===== config.mk =====
export PLATFORM = sky130hd
export DESIGN_NAME = comp_mult_stim_gen
export DESIGN_NICKNAME = d
export VERILOG_FILES = /design/src/rtl/comp_mult_dbg_pkg.sv /design/src/rtl/comp_mult_lfsr.sv /design/src/rtl/comp_mult_stim_gen.sv
export SDC_FILE = /design/constraint.sdc
export NUM_CORES = 1
export LEC_CHECK = 0
export BUFFER_PORTS_ARGS = -buffer_cell sky130_fd_sc_hd__buf_2
export CAP_MARGIN = 30
export CORE_MARGIN = 2
export CORE_UTILIZATION = 45
export DETAILED_ROUTE_END_ITERATION = 10
export PLACE_DENSITY = 0.67
export SLEW_MARGIN = 5
export SYNTH_ARGS = -nofsm -noshare
export SYNTH_HDL_FRONTEND = slang
export SYNTH_SLANG_ARGS = --single-unit

===== constraint.sdc =====
create_clock -name clk -period 4.3 [get_ports clk]
set_input_delay 0.43 -clock clk [delete_from_list [all_inputs] [get_ports clk]]
set_output_delay 0.43 -clock clk [all_outputs]
set_load 0.02 [all_outputs]

===== src/rtl/comp_mult_dbg_pkg.sv =====
// Shared definitions for the complex-multiplier stimulus generator:
// FSM state encoding, LFSR feedback polynomial and operand mode codes.
package comp_mult_dbg_pkg;

  typedef enum logic [1:0] {
    ST_IDLE = 2'd0,
    ST_RUN  = 2'd1,
    ST_DONE = 2'd2
  } gen_state_e;

  // x^32 + x^22 + x^2 + x + 1, right-shifting Galois form
  localparam logic [31:0] LFSR_POLY = 32'h8020_0003;

  localparam logic [1:0] MODE_LFSR   = 2'd0;
  localparam logic [1:0] MODE_RAMP   = 2'd1;
  localparam logic [1:0] MODE_CORNER = 2'd2;
  localparam logic [1:0] MODE_RSVD   = 2'd3;

  localparam logic [1:0] CIDX_MIN  = 2'd0;
  localparam logic [1:0] CIDX_MAX  = 2'd1;
  localparam logic [1:0] CIDX_MIX  = 2'd2;
  localparam logic [1:0] CIDX_ZERO = 2'd3;

  function automatic logic [31:0] lfsr_step(
    input logic [31:0] s
  );
    lfsr_step = {1'b0, s[31:1]}
              ^ (s[0] ? LFSR_POLY : 32'h0);
  endfunction

endpackage


===== src/rtl/comp_mult_lfsr.sv =====
// 32-bit Galois LFSR with synchronous load and step enable.
// Ports: clk, rst_n, load (reload seed), advance (one step), state.
module comp_mult_lfsr
  import comp_mult_dbg_pkg::*;
#(
  parameter logic [31:0] SEED = 32'hACE1_2A5F
) (
  input  logic        clk,
  input  logic        rst_n,
  input  logic        load,
  input  logic        advance,
  output logic [31:0] state
);

  // an all-zero state would lock the register
  localparam logic [31:0] INIT =
    (SEED == 32'h0) ? 32'h1 : SEED;

  always_ff @(posedge clk or negedge rst_n) begin
    if (!rst_n) begin
      state <= INIT;
    end else if (load) begin
      state <= INIT;
    end else if (advance) begin
      state <= lfsr_step(state);
    end
  end

endmodule


===== src/rtl/comp_mult_stim_gen.sv =====
// Operand stimulus generator for a complex multiplier (LFSR/ramp/corner).
// Ports: clk, rst_n, sw_rst, start, num_ops, mode, op_val/op_rdy/op_data, busy, done, sent_cnt.
module comp_mult_stim_gen
  import comp_mult_dbg_pkg::*;
#(
  parameter int          DWIDTH = 8,
  parameter logic [31:0] SEED   = 32'hACE1_2A5F
) (
  input  logic                  clk,
  input  logic                  rst_n,
  input  logic                  sw_rst,
  input  logic                  start,
  input  logic [15:0]           num_ops,
  input  logic [1:0]            mode,
  output logic                  op_val,
  input  logic                  op_rdy,
  output logic [4*DWIDTH-1:0]   op_data,
  output logic                  busy,
  output logic                  done,
  output logic [15:0]           sent_cnt
);

  localparam logic [DWIDTH-1:0] VMIN =
    {1'b1, {(DWIDTH-1){1'b0}}};
  localparam logic [DWIDTH-1:0] VMAX =
    {1'b0, {(DWIDTH-1){1'b1}}};

  gen_state_e  state_q;
  gen_state_e  state_d;
  logic [15:0] nops_q;
  logic [1:0]  mode_q;
  logic [1:0]  cidx_q;
  logic [31:0] lfsr;
  logic        hs;
  logic        last_hs;
  logic        lfsr_load;

  // sw_rst masks any handshake in the same cycle
  assign hs = (state_q == ST_RUN) & op_rdy & ~sw_rst;

  assign last_hs = hs & (nops_q != 16'h0)
                 & (16'(sent_cnt + 16'd1) == nops_q);

  // keep the LFSR parked at the seed outside RUN
  assign lfsr_load = sw_rst | (state_q != ST_RUN);

  comp_mult_lfsr #(
    .SEED(SEED)
  ) u_lfsr (
    .clk    (clk),
    .rst_n  (rst_n),
    .load   (lfsr_load),
    .advance(hs),
    .state  (lfsr)
  );

  always_ff @(posedge clk or negedge rst_n) begin
    if (!rst_n) begin
      state_q <= ST_IDLE;
    end else begin
      state_q <= state_d;
    end
  end

  always_comb begin
    state_d = state_q;
    if (sw_rst) begin
      state_d = ST_IDLE;
    end else begin
      unique case (state_q)
        ST_IDLE: if (start) state_d = ST_RUN;
        ST_RUN:  if (last_hs) state_d = ST_DONE;
        ST_DONE: state_d = ST_IDLE;
        default: state_d = ST_IDLE;
      endcase
    end
  end

  always_ff @(posedge clk or negedge rst_n) begin
    if (!rst_n) begin
      sent_cnt <= 16'h0;
      nops_q   <= 16'h0;
      mode_q   <= MODE_LFSR;
      cidx_q   <= CIDX_MIN;
    end else if (sw_rst) begin
      sent_cnt <= 16'h0;
      cidx_q   <= CIDX_MIN;
    end else if (state_q == ST_IDLE) begin
      cidx_q <= CIDX_MIN;
      if (start) begin
        sent_cnt <= 16'h0;
        nops_q   <= num_ops;
        mode_q   <= mode;
      end
    end else if (hs) begin
      sent_cnt <= sent_cnt + 16'd1;
      cidx_q   <= cidx_q + 2'd1;
    end
  end

  always_comb begin
    op_val  = 1'b0;
    busy    = 1'b0;
    done    = 1'b0;
    op_data = '0;
    unique case (state_q)
      ST_RUN: begin
        op_val = 1'b1;
        busy   = 1'b1;
        unique case (mode_q)
          MODE_RAMP:
            op_data = {4{sent_cnt[DWIDTH-1:0]}};
          MODE_CORNER: begin
            unique case (cidx_q)
              CIDX_MIN: op_data = {4{VMIN}};
              CIDX_MAX: op_data = {4{VMAX}};
              CIDX_MIX:
                op_data = {VMIN, VMAX, VMAX, VMIN};
              default:  op_data = '0;
            endcase
          end
          default:
            op_data = lfsr[4*DWIDTH-1:0];
        endcase
      end
      ST_DONE: done = 1'b1;
      default: ;
    endcase
  end

endmodule


### Word level (Yosys, flattened, before mapping)

Cells that the tools add are included.

* bitwise gates (word level): 7
* $add $sub $neg: 2
* muxes and demuxes: 19
* equality and inequality tests: 10
* reduce and logical (&&, ||, !) cells: 8

Operator list (count)
* two-way mux 32 bit: 4
* case mux 32 bit (3 select lines): 1
* two-way mux 16 bit: 4
* case mux 32 bit (2 select lines): 1
* bitwise XOR 31 x 32 -> 32 bit: 1
* adder 16 x 1 -> 16 bit, second input constant: 1
* equality test 16 bit: 1
* nonzero test 16 bit: 1
* two-way mux 2 bit: 6
* equality test 2 x 1 -> 1 bit, second input constant: 3
* equality test 2 bit, second input constant: 3
* != test 3 bit, second input constant: 2
* AND 1 bit: 4
* zero test 2 bit: 2
* case mux 2 bit (2 select lines): 1
* AND reduction 2 bit: 2
* AND reduction 3 bit: 1
* nonzero test 3 bit: 1
* adder 2 x 1 -> 2 bit, second input constant: 1
* two-way mux 1 bit: 2
* != test 2 x 1 -> 1 bit, second input constant: 1
* nonzero test 2 bit: 1
* NOT 1 bit: 1
* OR 1 bit: 1

* register bits: 70
* logic and storage cells: 52
* output and inout port bits: 51

### Logic depth before layout (Yosys ltp)

* depth after elaboration: 8
* depth in mapped cells: 9
* mapped depth without buffers: 8

### Cells and area by module

Synthesis repeated with hierarchy kept, for this count alone.

* cell total of the unflattened synthesis: 440
* area, all modules: 4177.8 um^2

Modules (own cells, without submodules)
* comp_mult_stim_gen: cells each 331, times used 1, area each 2803.9 um^2, seq. area each 950.9 um^2
* comp_mult_lfsr: cells each 109, times used 1, area each 1373.8 um^2, seq. area each 822.0 um^2

### Worst setup path after synthesis

No wires, ideal clock.

* path kind: reg-to-reg
* from: register sent_cnt[3]
* to: register state_q[0]
* setup time: 128 ps
* path buffers: 1
* arrival: 2290 ps
* stages on the path, launching flop included: 9
* slack: 1882 ps
* data required time: 4172 ps
* path through: dfrtp_1 -> buf_2 -> nand4_1 -> nor3_2 -> nand3_1 -> xnor2_1 -> or4_4 -> nor4_4 -> o21bai_1

* longest elaborated chain between the ends: 5

Ends and longest elaborated chain
* from (decl): RTL line comp_mult_stim_gen.sv:20 `output logic [15:0] sent_cnt`
* from (signal assigned): RTL line comp_mult_stim_gen.sv:96 `sent_cnt <= sent_cnt + 16'd1;`
* adder 16 x 1 -> 16 bit: RTL line comp_mult_stim_gen.sv:42 `& (16'(sent_cnt + 16'd1) == nops_q);`
* equality test 16 bit: RTL line comp_mult_stim_gen.sv:42
* AND 1 bit: RTL line comp_mult_stim_gen.sv:42
* != test 3 bit (no line)
* AND reduction 2 bit (no line)
* to (signal assigned): RTL line comp_mult_stim_gen.sv:61 `state_q <= state_d;`
* to (decl): RTL line comp_mult_stim_gen.sv:28 `gen_state_e state_q;`

Every way passes these cells.
A chain may end at the register's enable or synchronous reset.

### Worst setup path in the final report

* from: register mode_q[0]
* to: output port op_data[6]

* longest elaborated chain between the ends: 3

Ends and longest elaborated chain
* from (decl): RTL line comp_mult_stim_gen.sv:31 `logic [1:0] mode_q;`
* from (signal assigned): RTL line comp_mult_stim_gen.sv:93 `mode_q <= mode;`
* equality test 2 bit / equality test 2 x 1 -> 1 bit (equally long branches): RTL line comp_mult_stim_gen.sv:110 `unique case (mode_q)`
* case mux 32 bit (2 select lines) (*): RTL line comp_mult_stim_gen.sv:110
* two-way mux 32 bit (*): RTL line comp_mult_stim_gen.sv:106 `unique case (state_q)`
* to (decl): RTL line comp_mult_stim_gen.sv:17 `output logic [4*DWIDTH-1:0] op_data,`

Every way passes the cells marked *; elsewhere a longest branch is shown, timed or not.

==> reports/results.txt <==
The number of global-route vias before repair is 3420, and the number of distinct library cells after synthesis is 47. The slew at the pin closest to its max-slew limit is 0.663 ns. At the end of routability-driven placement, the weighted congestion stood at 0.890. For the largest net degree at the start of global routing, the log shows 60. Yosys printed 0 warnings. The run gives 614 as the final instance count without filler cells. The delay of the slowest cell on the worst path is 0.66 ns, and the final critical path time including I/O delays and setup is 3.00 ns. The number of fill cells in the layout came out at 802. The tools report the category of the worst setup path capture point as an output pin.

The classification of the worst setup path was reg -> out. Setup repair after global routing left no endpoint under its margin. A synthesized cell averages 9.24 um2. The arrival time at the worst endpoint is 2.57 ns, and the adder-cell share of the synthesized area is 2.15%. Summed over all nets, the half-perimeter wirelength after detailed placement is 7620 um. The run finished with clean final reports. The signal on the critical path passes through inv_1 > ha_1 > buf_4 > a21oi_1 > buf_4 > a221oi_1 > buf_2. For this run, the total global-route usage over all layers was measured as 22.6%. The slowest stage of the critical path is the sky130_fd_sc_hd__ha_1 cell.

In this run the number of H-tree levels came out at 3. Port buffering added 73 buffers. In the routed design, unresolved DRC markers number 0. In this run, synthesis produced a sequential element count of 70.

The first routing iteration left 193 violations. In this run the register-to-register setup slack is 1.61 ns. 0 antenna diodes ended up in the layout.

The logs give 10800 um for the post-detailed-routing wire length and 0 for the antenna violation net count after detailed routing. The fraction of final layout cells with drive strength greater than 1 was 27.9%. Simple-gate share of the synthesized area: 15.6%. Clock-pin slew was measured on the worst setup and hold paths at 0.08 ns. At the end of the flow, the number of nets in the layout was 531. The tools report the launch instance of the worst register-to-register path as sent_cnt[2]$_DFFE_PN0P_. VDD sags by at most 212 uV.

In this run the clock root is driven by a sky130_fd_sc_hd__clkbuf_8. Sequential share of the synthesized area: 43.6%. The clock reaches the later pin of the worst-skew pair after 0.35 ns. The buffer levels on the longest clock path came out at 2.

Summing the areas of all xor and xnor instances in the mapped netlist gives 4.31% of the synthesized area. Global routing finished with a remaining overflow of 0. Most common cell type on the critical path: sky130_fd_sc_hd__buf_4. The initial utilization of the core area, before any placement, comes to 46.6%. Number of enable-type register cells in the synthesized netlist: 0.

The most frequently used flop master after synthesis was sky130_fd_sc_hd__dfrtp_1. The area taken by flip-flops and latches came out at 1770 um2. Dominant combinational cell family by area after synthesis: compound AO/OA/AOI/OAI gates. The number of nets handed over by synthesis was 470. Leaving out fill and tap cells, the most frequent cell in the layout is sky130_fd_sc_hd__buf_2.

The floorplan step set the die height to 99.0 um. For the number of pins exceeding their max-slew limit in the final report, the log shows 0. Critical register-to-register path endpoint: state_q[0]$_DFFE_PN0P_.

Counting flops with an async set or reset pin after synthesis yields a share of 100%. The first detailed-routing pass ran for 4 iterations. The die is 99.0 um wide.

After synthesis, the share of cell area in mux cells is 8.37%. The synthesized netlist devotes 19.1% of its cell area to compound gates. TritonCTS built the clock tree. The average wire per cell in the routed design was 17.6 um.

Leaving out fill and tap cells, the most frequent cells in the layout are 73 x sky130_fd_sc_hd__buf_2, 53 x sky130_fd_sc_hd__dfrtp_1, 43 x sky130_fd_sc_hd__nand2_1, 38 x sky130_fd_sc_hd__inv_1, 33 x sky130_fd_sc_hd__o21ai_0. For the count of cells resized by post-cts repair, the log shows 0. The tools report the cell count after synthesis as 440. The worst slew slack as a fraction of its limit is 55.8%. The logs give 9 for the CTS buffer count and 0 for the number of violations of the max-capacitance limit.

The setup total negative slack is 0 ns, and the instance count after placement with tap cells included is 596. After floorplanning, the core was divided into 34 placement rows. In this run, post-CTS hold repair placed 0 buffers. The worst register-to-register path has a depth of 7.

Dividing total power by cell area gives a power density of 394 nW/um2. The number of buffers inserted by post-CTS setup repair was 0. Layout-stage area growth over the synthesis result: 17.2%. Hold violation total from the final report: 0. Number of antenna violations at the first check in global routing: 0. On the final layout, the worst clock skew is 0.0127 ns. The detailed router placed 3573 vias in this run.

The run gives 8720 um2 as the floorplan core area. The TritonCTS sink count is 70. Nature of the critical path startpoint: a flip-flop. The number of setup violations in the final report is 0. Static timing analysis puts the maximum clock frequency at 0.333 GHz. For this design the static power due to leakage is 2.22 nW.

Total die area: 9810 um2. The synthesized netlist occupies a cell area of 4070 um2. Data on the critical path is required at its endpoint by 3.87 ns. The final cycle utilization of the critical path is 69.8%, and the I/O pin count is 74. The tools report the area of combinational cells with multiple inputs as 2020 um2.

The first global-routing pass estimated 17500 um of wire. Using the TritonRoute via totals, the vias-per-cell ratio works out to 5.82. In this run the worst hold path is classified as in -> async. Of all nets on the critical path, the largest fanout is 18.
==> sequential cells by signal, summed over array words and instances (netlist names) <==
name	flops
nops_q	16
u_lfsr.state	32
state_q	2
sent_cnt	16
mode_q	2
cidx_q	2
==> routing by layer <==
layer	up-vias	global-route usage [%]	routed length (um)
li1	1701	-	-
met1	1738	30.3	4670
met2	124	37.4	5390
met3	10	4.54	645
met4	0	6.32	115
met5	-	0	0
==> cell usage after synthesis, drive strengths merged, types with 2 or more instances <==
library cell	n	share of area (%)
nand4	5	0.77
dfstp	17	11
a211o	2	0.43
o41ai	2	0.43
a21oi	15	1.8
nand3	9	1.1
o21ai	33	4.1
mux2i	16	3.9
a221oi	28	6.0
o211ai	16	3.0
nor4	8	1.6
inv	38	3.5
nand3b	2	0.37
o31ai	9	1.7
and3	6	0.92
or2	2	0.31
mux2	16	4.4
nand2	44	4.1
ha	7	2.2
nor2b	3	0.46
xor2	13	2.8
clkbuf	28	2.6
o32ai	2	0.43
buf	6	0.77
nand2b	2	0.31
nor3	5	0.86
dfrtp	53	33
nor3b	4	1.0
xnor2	7	1.5
a31oi	2	0.31
nor2	31	2.9
==> cell type report <==
class,count,area share (%)
clock buffers,12,3.26
flip-flops and latches,70,37.2
multi-input cells,298,42.4
well taps,108,2.84
inverters,38,2.99
repair buffers,84,9.82
clock inverters,4,1.47
==> through the flow <==
stage	total power, mW	hold WS (ns)	utilization (%)	setup WS (ns)	instance area, um2
detailed placement	1.27	0.411	51.8	1.60	4520
CTS	1.88	0.0284	54.4	1.29	4740
global placement	1.26	0.485	51.5	1.66	4500
finish	1.88	0.0220	54.6	1.30	4760
global route	1.96	0.0398	54.6	1.17	4760
floorplan	1.10	0.134	-	1.88	4070
==> worst max-delay path, delay by kind of cell (launching register included) <==
| family | cells | cell delay, ns |
|---|---|---|
| fa+ha+maj | 1 | 0.66 |
| flops | 1 | 0.36 |
| buf+inv | 4 | 0.81 |
| compound gates | 2 | 0.39 |
==> power by group <==
group          total (mW)  internal, mW  switching, mW
clock network       0.611         0.357          0.254
registers           0.775         0.715         0.0606
logic               0.492         0.183          0.309
==> worst max-delay path by stage <==
stage	slack (ns)	from	depth (start not counted)	end
3_3_place_gp	1.66	sw_rst	10	state_q[0]$_DFFE_PN0P_
2_1_floorplan	1.88	sent_cnt[3]$_DFFE_PN0P_	8	state_q[0]$_DFFE_PN0P_
3_5_place_dp	1.60	sw_rst	10	state_q[0]$_DFFE_PN0P_
6_report	1.30	mode_q[0]$_DFFE_PN0P_	7	op_data[6]
5_1_grt	1.17	mode_q[0]$_DFFE_PN0P_	7	op_data[9]
4_1_cts	1.29	mode_q[0]$_DFFE_PN0P_	7	op_data[9]
==> cells by family (layout without fill, tap and decap cells) <==
family | after synthesis | after routing
flip-flops | 70 | 70
AND/OR/NAND/NOR | 125 | 125
XOR/XNOR | 20 | 20
multiplexers | 32 | 32
adder cells (fa/ha/maj) | 7 | 7
buffers and inverters | 72 | 138
AO/OA/AOI/OAI | 114 | 114
Note: power is estimated with default switching activity, not from simulation.
